`src/rtl/ps2_host_tx.sv`:
```
// Host-to-device PS/2 command transmitter: inhibit, request-to-send, 11-bit shift, ACK check.
// Pads are driven only through active-low enables (oe=1 pulls the line low).
module ps2_host_tx #(
    parameter int INHIBIT_CYCLES = 12000,
    parameter int START_TIMEOUT  = 1500000,
    parameter int XFER_TIMEOUT   = 200000
) (
    input  logic       clk,
    input  logic       rst,
    input  logic       tx_valid,
    input  logic [7:0] tx_data,
    output logic       tx_ready,
    output logic       busy,
    output logic       tx_done,
    output logic       tx_err,
    input  logic       ps2_clk_in,
    input  logic       ps2_data_in,
    output logic       ps2_clk_oe,
    output logic       ps2_data_oe
);

    localparam int MAX_AB  = (INHIBIT_CYCLES > START_TIMEOUT) ? INHIBIT_CYCLES : START_TIMEOUT;
    localparam int MAX_CNT = (MAX_AB > XFER_TIMEOUT) ? MAX_AB : XFER_TIMEOUT;
    localparam int CNT_W   = $clog2(MAX_CNT + 1);

    localparam logic [CNT_W-1:0] INH_LAST   = CNT_W'(INHIBIT_CYCLES - 1);
    localparam logic [CNT_W-1:0] START_LAST = CNT_W'(START_TIMEOUT - 1);
    localparam logic [CNT_W-1:0] XFER_LAST  = CNT_W'(XFER_TIMEOUT - 1);
    localparam logic [CNT_W-1:0] CNT_ZERO   = '0;
    localparam logic [CNT_W-1:0] CNT_ONE    = CNT_W'(1);

    typedef enum logic [3:0] {
        S_IDLE,
        S_INHIBIT,
        S_RTS,
        S_WAIT_CLK,
        S_SHIFT,
        S_ACK_CHK,
        S_WAIT_IDLE,
        S_DONE,
        S_ERR
    } state_t;

    state_t           state_reg, state_next;
    logic [CNT_W-1:0] cnt_reg, cnt_next;
    logic [3:0]       bit_cnt_reg, bit_cnt_next;
    logic [8:0]       shift_reg, shift_next;
    logic             ack_reg, ack_next;
    logic             clk_oe_reg, clk_oe_next;
    logic             data_oe_reg, data_oe_next;
    logic             drive_next;
    logic [1:0]       clk_sync_reg;
    logic [1:0]       data_sync_reg;
    logic             clk_prev_reg;
    logic             clk_s;
    logic             data_s;
    logic             fall;

    assign clk_s  = clk_sync_reg[1];
    assign data_s = data_sync_reg[1];
    assign fall   = clk_prev_reg & ~clk_s;

    // Synchronizers idle high so reset never fabricates a falling edge.
    always_ff @(posedge clk or posedge rst) begin
        if (rst) begin
            clk_sync_reg  <= 2'b11;
            data_sync_reg <= 2'b11;
            clk_prev_reg  <= 1'b1;
        end else begin
            clk_sync_reg  <= {clk_sync_reg[0], ps2_clk_in};
            data_sync_reg <= {data_sync_reg[0], ps2_data_in};
            clk_prev_reg  <= clk_s;
        end
    end

    always_ff @(posedge clk or posedge rst) begin
        if (rst) begin
            state_reg   <= S_IDLE;
            cnt_reg     <= '0;
            bit_cnt_reg <= '0;
            shift_reg   <= '0;
            ack_reg     <= 1'b0;
            clk_oe_reg  <= 1'b0;
            data_oe_reg <= 1'b0;
        end else begin
            state_reg   <= state_next;
            cnt_reg     <= cnt_next;
            bit_cnt_reg <= bit_cnt_next;
            shift_reg   <= shift_next;
            ack_reg     <= ack_next;
            clk_oe_reg  <= clk_oe_next;
            data_oe_reg <= data_oe_next;
        end
    end

    always_comb begin
        state_next   = state_reg;
        cnt_next     = cnt_reg;
        bit_cnt_next = bit_cnt_reg;
        shift_next   = shift_reg;
        ack_next     = ack_reg;
        drive_next   = data_oe_reg;
        clk_oe_next  = 1'b0;
        data_oe_next = 1'b0;

        case (state_reg)
            S_IDLE: begin
                if (tx_valid) begin
                    shift_next   = {~^tx_data, tx_data};
                    cnt_next     = CNT_ZERO;
                    bit_cnt_next = 4'd0;
                    state_next   = S_INHIBIT;
                end
            end
            S_INHIBIT: begin
                if (cnt_reg == INH_LAST) begin
                    cnt_next   = CNT_ZERO;
                    state_next = S_RTS;
                end else begin
                    cnt_next = cnt_reg + CNT_ONE;
                end
            end
            S_RTS: begin
                cnt_next   = CNT_ZERO;
                state_next = S_WAIT_CLK;
            end
            S_WAIT_CLK: begin
                if (fall) begin
                    drive_next   = ~shift_reg[0];
                    shift_next   = {1'b1, shift_reg[8:1]};
                    bit_cnt_next = 4'd1;
                    cnt_next     = CNT_ZERO;
                    state_next   = S_SHIFT;
                end else if (cnt_reg == START_LAST) begin
                    state_next = S_ERR;
                end else begin
                    cnt_next = cnt_reg + CNT_ONE;
                end
            end
            S_SHIFT: begin
                if (cnt_reg == XFER_LAST) begin
                    state_next = S_ERR;
                end else begin
                    cnt_next = cnt_reg + CNT_ONE;
                    if (fall) begin
                        bit_cnt_next = bit_cnt_reg + 4'd1;
                        if (bit_cnt_reg <= 4'd8) begin
                            // shift_reg[0] walks through data bits 1..7, then parity
                            drive_next = ~shift_reg[0];
                            shift_next = {1'b1, shift_reg[8:1]};
                        end else if (bit_cnt_reg == 4'd9) begin
                            drive_next = 1'b0;
                        end else begin
                            ack_next   = data_s;
                            state_next = S_ACK_CHK;
                        end
                    end
                end
            end
            S_ACK_CHK: begin
                if (cnt_reg == XFER_LAST) begin
                    state_next = S_ERR;
                end else begin
                    cnt_next   = cnt_reg + CNT_ONE;
                    state_next = ack_reg ? S_ERR : S_WAIT_IDLE;
                end
            end
            S_WAIT_IDLE: begin
                if (cnt_reg == XFER_LAST) begin
                    state_next = S_ERR;
                end else begin
                    cnt_next = cnt_reg + CNT_ONE;
                    if (clk_s && data_s) begin
                        state_next = S_DONE;
                    end
                end
            end
            S_DONE:  state_next = S_IDLE;
            S_ERR:   state_next = S_IDLE;
            default: state_next = S_IDLE;
        endcase

        // Pad enables are decoded from the next state and registered, so they never glitch.
        case (state_next)
            S_INHIBIT: clk_oe_next = 1'b1;
            S_RTS: begin
                clk_oe_next  = 1'b1;
                data_oe_next = 1'b1;
            end
            S_WAIT_CLK: data_oe_next = 1'b1;
            S_SHIFT:    data_oe_next = drive_next;
            default: begin
                clk_oe_next  = 1'b0;
                data_oe_next = 1'b0;
            end
        endcase
    end

    assign ps2_clk_oe  = clk_oe_reg;
    assign ps2_data_oe = data_oe_reg;
    assign tx_ready    = (state_reg == S_IDLE);
    assign busy        = (state_reg != S_IDLE);
    assign tx_done     = (state_reg == S_DONE);
    assign tx_err      = (state_reg == S_ERR);

endmodule
```
`config.mk`:
```
export PLATFORM = sky130hd
export DESIGN_NAME = ps2_host_tx
export DESIGN_NICKNAME = d
export VERILOG_FILES = /design/src/rtl/ps2_host_tx.sv
export SDC_FILE = /design/constraint.sdc
export NUM_CORES = 1
export LEC_CHECK = 0
export ABC_AREA = 1
export CAP_MARGIN = 20
export CORE_MARGIN = 1
export CORE_UTILIZATION = 35
export DETAILED_ROUTE_END_ITERATION = 16
export SKIP_LAST_GASP = 1
export SLEW_MARGIN = 10
export SYNTH_ARGS = -nofsm -noshare
export SYNTH_HDL_FRONTEND = slang
export SYNTH_SLANG_ARGS = --single-unit
```
`constraint.sdc`:
```
create_clock -name clk -period 2.12 [get_ports clk]
set_input_delay 0.318 -clock clk [delete_from_list [all_inputs] [get_ports clk]]
set_output_delay 0.318 -clock clk [all_outputs]
set_load 0.01 [all_outputs]
```
==> metrics.md <==
| Metric | Value |
|---|---|
| Outcome | finished clean |
| Cell count after synthesis | roughly 440 |
| Final count of hold timing violations | 0 |
| Post-Synth Adder-Cell Area | 1.57% |
| Switching Fraction | 24.0% |
| P_int | roughly 1.2 mW |
| Via density | 5.10 |
| HPWL Detailed | between 6000 and 7000 um |
| Leak Pwr | about 1.8 nW |
| Ys async rst share | 100% |
| Initial antenna violation count | 0 |
| Ys flop type | dfrtp_1 |
| Worst-margin pin slew | 0.552 ns |
| DRT iter0 DRCs | ~190 |
| Area delta synth->final | 17.4% |
| Overall die area | roughly 9500 um^2 |
| CTS root buf | clkbuf_8 |
| Core area | 8760 um^2 |
| # clock sinks | 46 |
| Syn_area_per_cell | about 7.3 um^2 |
| Clock power frac | a little over a third |
| Nets | between 400 and 500 |
| CTS Buf Count | 5 |
| Final period utilization | a little over nine tenths |
| Diodes inserted | 0 |
| Post-synthesis mux area share | 0% |
| Crit. End Element | output pin |
| WL/cell | between 10 and 15 um |
| Max Transition Viols Final | 0 |
| Rows | 34 |
| Via count | 2996 |
| P_sw | between 300 and 400 uW |
| GPL Wtd Cong | 0.909 |
| Gr usage total | 17.5% |
| Tmin final | just over 2 ns |
| Main combinational cell family by area after synthesis | simple AND/OR/NAND/NOR gates |
| Peak VDD IR | ~0.22 mV |
| Clock skew | roughly 0.0044 ns |
| CP startpoint kind | flop |
| Overall die height | roughly 100 um |
| TritonCTS clock tree | done |
| PwrDens | slightly above 400 nW/um^2 |
| Detail Route Antenna Nets | 0 |
| Max-cap viol count | 0 |
| Seq cells post-synth | between 40 and 50 |
| First-pass GRT wire length | about 14000 um |
| Vias in the first global route | just under 3000 |
| Crit path max fanout | 5 |
| Drt total wl | 8000 um |
| Critical path class | flop to output pin |
| Total design power | between 1.5 and 2 mW |
| Sequential fraction of the synthesis area | 36.2% |
| Clock Tree Buf Depth | 2 |
| Worst slack, placed | 0.0587 ns |
| Final WS setup | between 0.09 and 0.1 ns |
| Synth Area in XOR/XNOR | roughly 2.2% |
| Largest net degree at the start of global routing | 22 |
| Max reg flops | 21 |
| Ports | 19 |
| DRC | 0 |
| Simple logic cell fraction of the synthesized area | roughly two fifths |
| Sequential Power Share | between 50 and 60% |
| Max Freq | 493 MHz |
| Ratio of cells with drive above 1 in the final layout | between 20 and 25% |
| # hold bufs at CTS | 0 |
| Arr. time, crit path | between 1.5 and 2 ns |
| Port bufs | 18 |
| Slew headroom | about 63% |
| Synth Area in Compound Gates | 12.5% |
| Initial Util | a little over a third |
| # setup viols final | 0 |
| Syn Nets | 453 |
| H-tree levels | 2 |
| EDFF count, synth | 0 |
| Comb power frac | 5.9% |
| WP data required | between 1.5 and 2 ns |
| Post-synth cell types | 43 |
| Worst hold slack | between 0.3 and 0.4 ns |
| HP Class | input port to asynchronous set/reset pin |
| Worst-path clk slew | 0.09 ns |
| Synth warn | 0 |
| First-pass iteration count of the detailed router | 5 |
| Total gr overflow | 0 |
| Worst skew pair latency | approximately 0.3 ns |
| Post-synthesis cell area | approximately 3200 um^2 |
| Die Wd | between 90 and 100 um |
## critical path, cell delays in order (launching register included)
cell,delay (ns)
dfrtp_2,0.47
nor2_4,0.18
inv_4,0.08
nor2_4,0.13
clkdlybuf4s50_1,0.55
## cell families (layout without fill, tap and decap cells)
family                     Yosys count  after routing
AOI/OAI and AO/OA                   61             61
xor gates and xnor gates             8              8
adders and majority gates            4              4
buffers and inverters               67            110
DFF                                 46             46
and+or+nand+nor                    250            250
## through the flow
step,util (%),std cells,setup TNS [ns],area (um^2)
finish,42.8,587,0,3750
global route,42.8,587,-0.00252,3750
CTS,42.0,581,0,3680
detailed placement,41.0,573,0,3590
global placement,41.0,573,0,3590
floorplan,-,436,0,3190
## cell usage in the layout (no fill, tap or decap), types with 12 or more instances in the layout
cell / count
nor3_1: 16
o21ai_2: 13
dfrtp_1: 36
inv_2: 12
nand4_1: 17
inv_1: 45
nor2_1: 49
o21ai_0: 16
nand3_1: 44
a21oi_1: 22
nand2_1: 89
buf_4: 21
clkdlybuf4s50_1: 17
## per-layer routing
layer	vias up	share of wire, %	global-route usage, %
li1	1511	-	-
met1	1378	47	22.7
met2	92	47	29.4
met3	15	4.2	2.45
met4	0	2.2	6.45
met5	-	0	0
## cell type report
class | instances | area (um^2)
Fill cell | 889 | 5010
Sequential cell | 46 | 1160
Tap cell | 108 | 135
Inverter | 61 | 240
Timing Repair Buffer | 41 | 365
Clock inverter | 1 | 7.51
Multi-Input combinational cell | 323 | 1760
Clock buffer | 7 | 76.3
## synth_stat cells (2+ instances only)
| library cell | instances | share of area, % |
|---|---|---|
| o21ai_2 | 13 | 3.6 |
| nor2_1 | 52 | 6.1 |
| inv_4 | 2 | 0.39 |
| nand4_1 | 17 | 3.3 |
| nand2_1 | 90 | 11 |
| nor3_1 | 16 | 2.5 |
| xnor2_1 | 2 | 0.55 |
| dfstp_2 | 5 | 4.1 |
| xor2_1 | 6 | 1.6 |
| nor2_4 | 5 | 1.8 |
| o21ai_0 | 16 | 2.5 |
| ha_1 | 4 | 1.6 |
| inv_1 | 47 | 5.5 |
| nand3_1 | 44 | 6.9 |
| a21oi_1 | 22 | 3.4 |
| dfrtp_1 | 41 | 32 |
| nor2_8 | 3 | 1.9 |
| or2_2 | 2 | 0.39 |
| inv_2 | 10 | 1.2 |
| buf_2 | 2 | 0.31 |
| nor2_2 | 7 | 1.4 |
| buf_6 | 2 | 0.71 |
| and3_1 | 3 | 0.59 |
| nand3_2 | 3 | 0.94 |
| nand2_2 | 4 | 0.78 |
## path summary, 6_finish.rpt
kind	start	end	slack [ns]	depth (start not counted)
max	state_reg[3]	tx_ready	0.09	4
min	rst	shift_reg[7]	0.30	2
max reg2reg	state_reg[3]	cnt_reg[4]	0.10	12
min reg2reg	data_sync_reg[0]	data_sync_reg[1]	0.36	0
max in group asynchronous	rst	clk_sync_reg[0]	1.26	3
min in group clk	data_sync_reg[0]	data_sync_reg[1]	0.36	0
## power by group through the flow
stage / combinational (mW) / sequential (mW) / clock [mW]
floorplan: 0.0463 / 0.912 / 0
global placement: 0.0919 / 0.913 / 0
detailed placement: 0.0937 / 0.913 / 0
CTS: 0.0943 / 0.897 / 0.571
global route: 0.103 / 0.897 / 0.598
finish: 0.0911 / 0.896 / 0.548
## repair_timing
item | 4_1_cts | 5_1_grt
setup buffers | 0 | 6
setup endpoints to repair | 0 | 10
resized for setup | 0 | 13
No activity file was read; power rests on OpenSTA's default activity.
==> RTL change: new RTL, same settings <==
Encoding of `state_t`: now one-hot (9 bits for 9 states).
--- a/src/rtl/ps2_host_tx.sv
+++ b/src/rtl/ps2_host_tx.sv
@@ -31,12 +31,12 @@
 
-    typedef enum logic [3:0] {
-        S_IDLE,
-        S_INHIBIT,
-        S_RTS,
-        S_WAIT_CLK,
-        S_SHIFT,
-        S_ACK_CHK,
-        S_WAIT_IDLE,
-        S_DONE,
-        S_ERR
+    typedef enum logic [8:0] {
+        S_IDLE      = 9'b000000001,
+        S_INHIBIT   = 9'b000000010,
+        S_RTS       = 9'b000000100,
+        S_WAIT_CLK  = 9'b000001000,
+        S_SHIFT     = 9'b000010000,
+        S_ACK_CHK   = 9'b000100000,
+        S_WAIT_IDLE = 9'b001000000,
+        S_DONE      = 9'b010000000,
+        S_ERR       = 9'b100000000
     } state_t;
Check against the original RTL: same outputs for any inputs over 10 cycles, from zero or initial values and one cycle with rst high; not proved beyond that.
==> RTL change against the original RTL <==
Worst setup slack better by 0.070 ns; power up 110%; via count rose by 33%; critical path depth is 6 higher; area after synthesis grew 27%; hold slack gained 0.056 ns; sequential cell count is 5 higher; final area up 24%; cell count rose by 30%; die area is 26% higher; routed wire length grew 39%; non-clock buffer count down 3.
==> RTL change: results (changes against the original RTL) <==
[final_layout]
drive_above_1_share_pct=16.2  ; -5.3 points
largest_reg_flops=21  ; unchanged
nFillCells=1143  ; +29%
fin_util_pct=42.1  ; -0.67 points
layout.cells.non_filler=762  ; +30%

[yosys]
synth.net_count=606  ; +34%
synth.distinct_cells=41  ; -4.7%
synth_commonest_cells=nand2_1 (159), nand3_1 (88), nor2_1 (76)
ys_seq_area_share_pct=31.7  ; -4.6 points
syn_inst=589  ; +35%

[clock_network]
cts_setup_buffers=3  ; +3
root_buffer=clkbuf_16
clk_pin_slew_ns=0.07  ; -0.02 ns

[critical_path]
slowest_stage=dfrtp_1
setup.worst_path.start=state_reg[7]
critical_path_class=reg2reg
crit_arrival_ns=2.20  ; +0.49 ns
rr_worst_depth=10  ; -2
slowest_delay_ns=0.42  ; -0.13 ns
cp_max_fo=8  ; +3

[outcome]
outcome=finished, final reports clean

[sta]
final.setup_skew_ns=0.00612  ; +0.00167 ns
whs_ns=0.358  ; +0.0559 ns
worst_pin_slew_ns=0.380  ; -0.172 ns
layout_setup_ws_ns=0.161  ; +0.0700 ns

[drt]
drt_iter0_drc=285  ; +51%
avgViaCountPerCell=5.23  ; +2.4%
wirelength_mm=11.1  ; +39%

[placement]
place_ws_ns=0.0249  ; -0.0337 ns
hpwl_mm=8.16  ; +32%
place_area_um2=4460  ; +24%
place.gp.congestion=0.891  ; -1.9%
dp.cells=750  ; +31%

[power]
p_leak_nw=2.19  ; +24%
ir_worst_vdd_v=0.000452  ; +110%

[global_route]
grt_pass1_vias=3870  ; +34%
grt_max_degree=52  ; +140%
grt_usage_pct=20.3  ; +2.8 points

[worst_hold_path]
holdCritPathClass=reg2reg

[RTL change: cell families after synthesis]
kind of cell / Yosys count / synth area share [%]
fa+ha+maj: 4 / 1.23
simple gates: 392 / 46.7
compound gates: 33 / 5.65
buf+inv: 84 / 8.89
flops: 51 / 31.7
xor+xnor: 17 / 3.67
mux: 8 / 2.22
[RTL change: cell type report]
class                           instances  area share [%]
Inverter                               71            5.82
Clock buffer                            6            2.98
Timing Repair Buffer                   38            7.67
Clock inverter                          2           0.349
Sequential cell                        51            27.5
Multi-Input combinational cell        454            51.9
Tap cell                              140            3.76
[RTL change: where the power goes]
| group | switching, mW | internal (mW) |
|---|---|---|
| registers | 0.0859 | 1.12 |
| clock network | 0.399 | 0.473 |
| logic | 0.818 | 0.403 |
| total | 1.30 | 1.99 |
[RTL change: routing by layer]
metal  vias up  share of wire (%)  track usage (%)
li1       1974                  -                -
met1      1860                 45             26.5
met2       124                 47             33.7
met3        24                5.5             2.79
met4         0                2.6             8.38
met5         -                  0                0
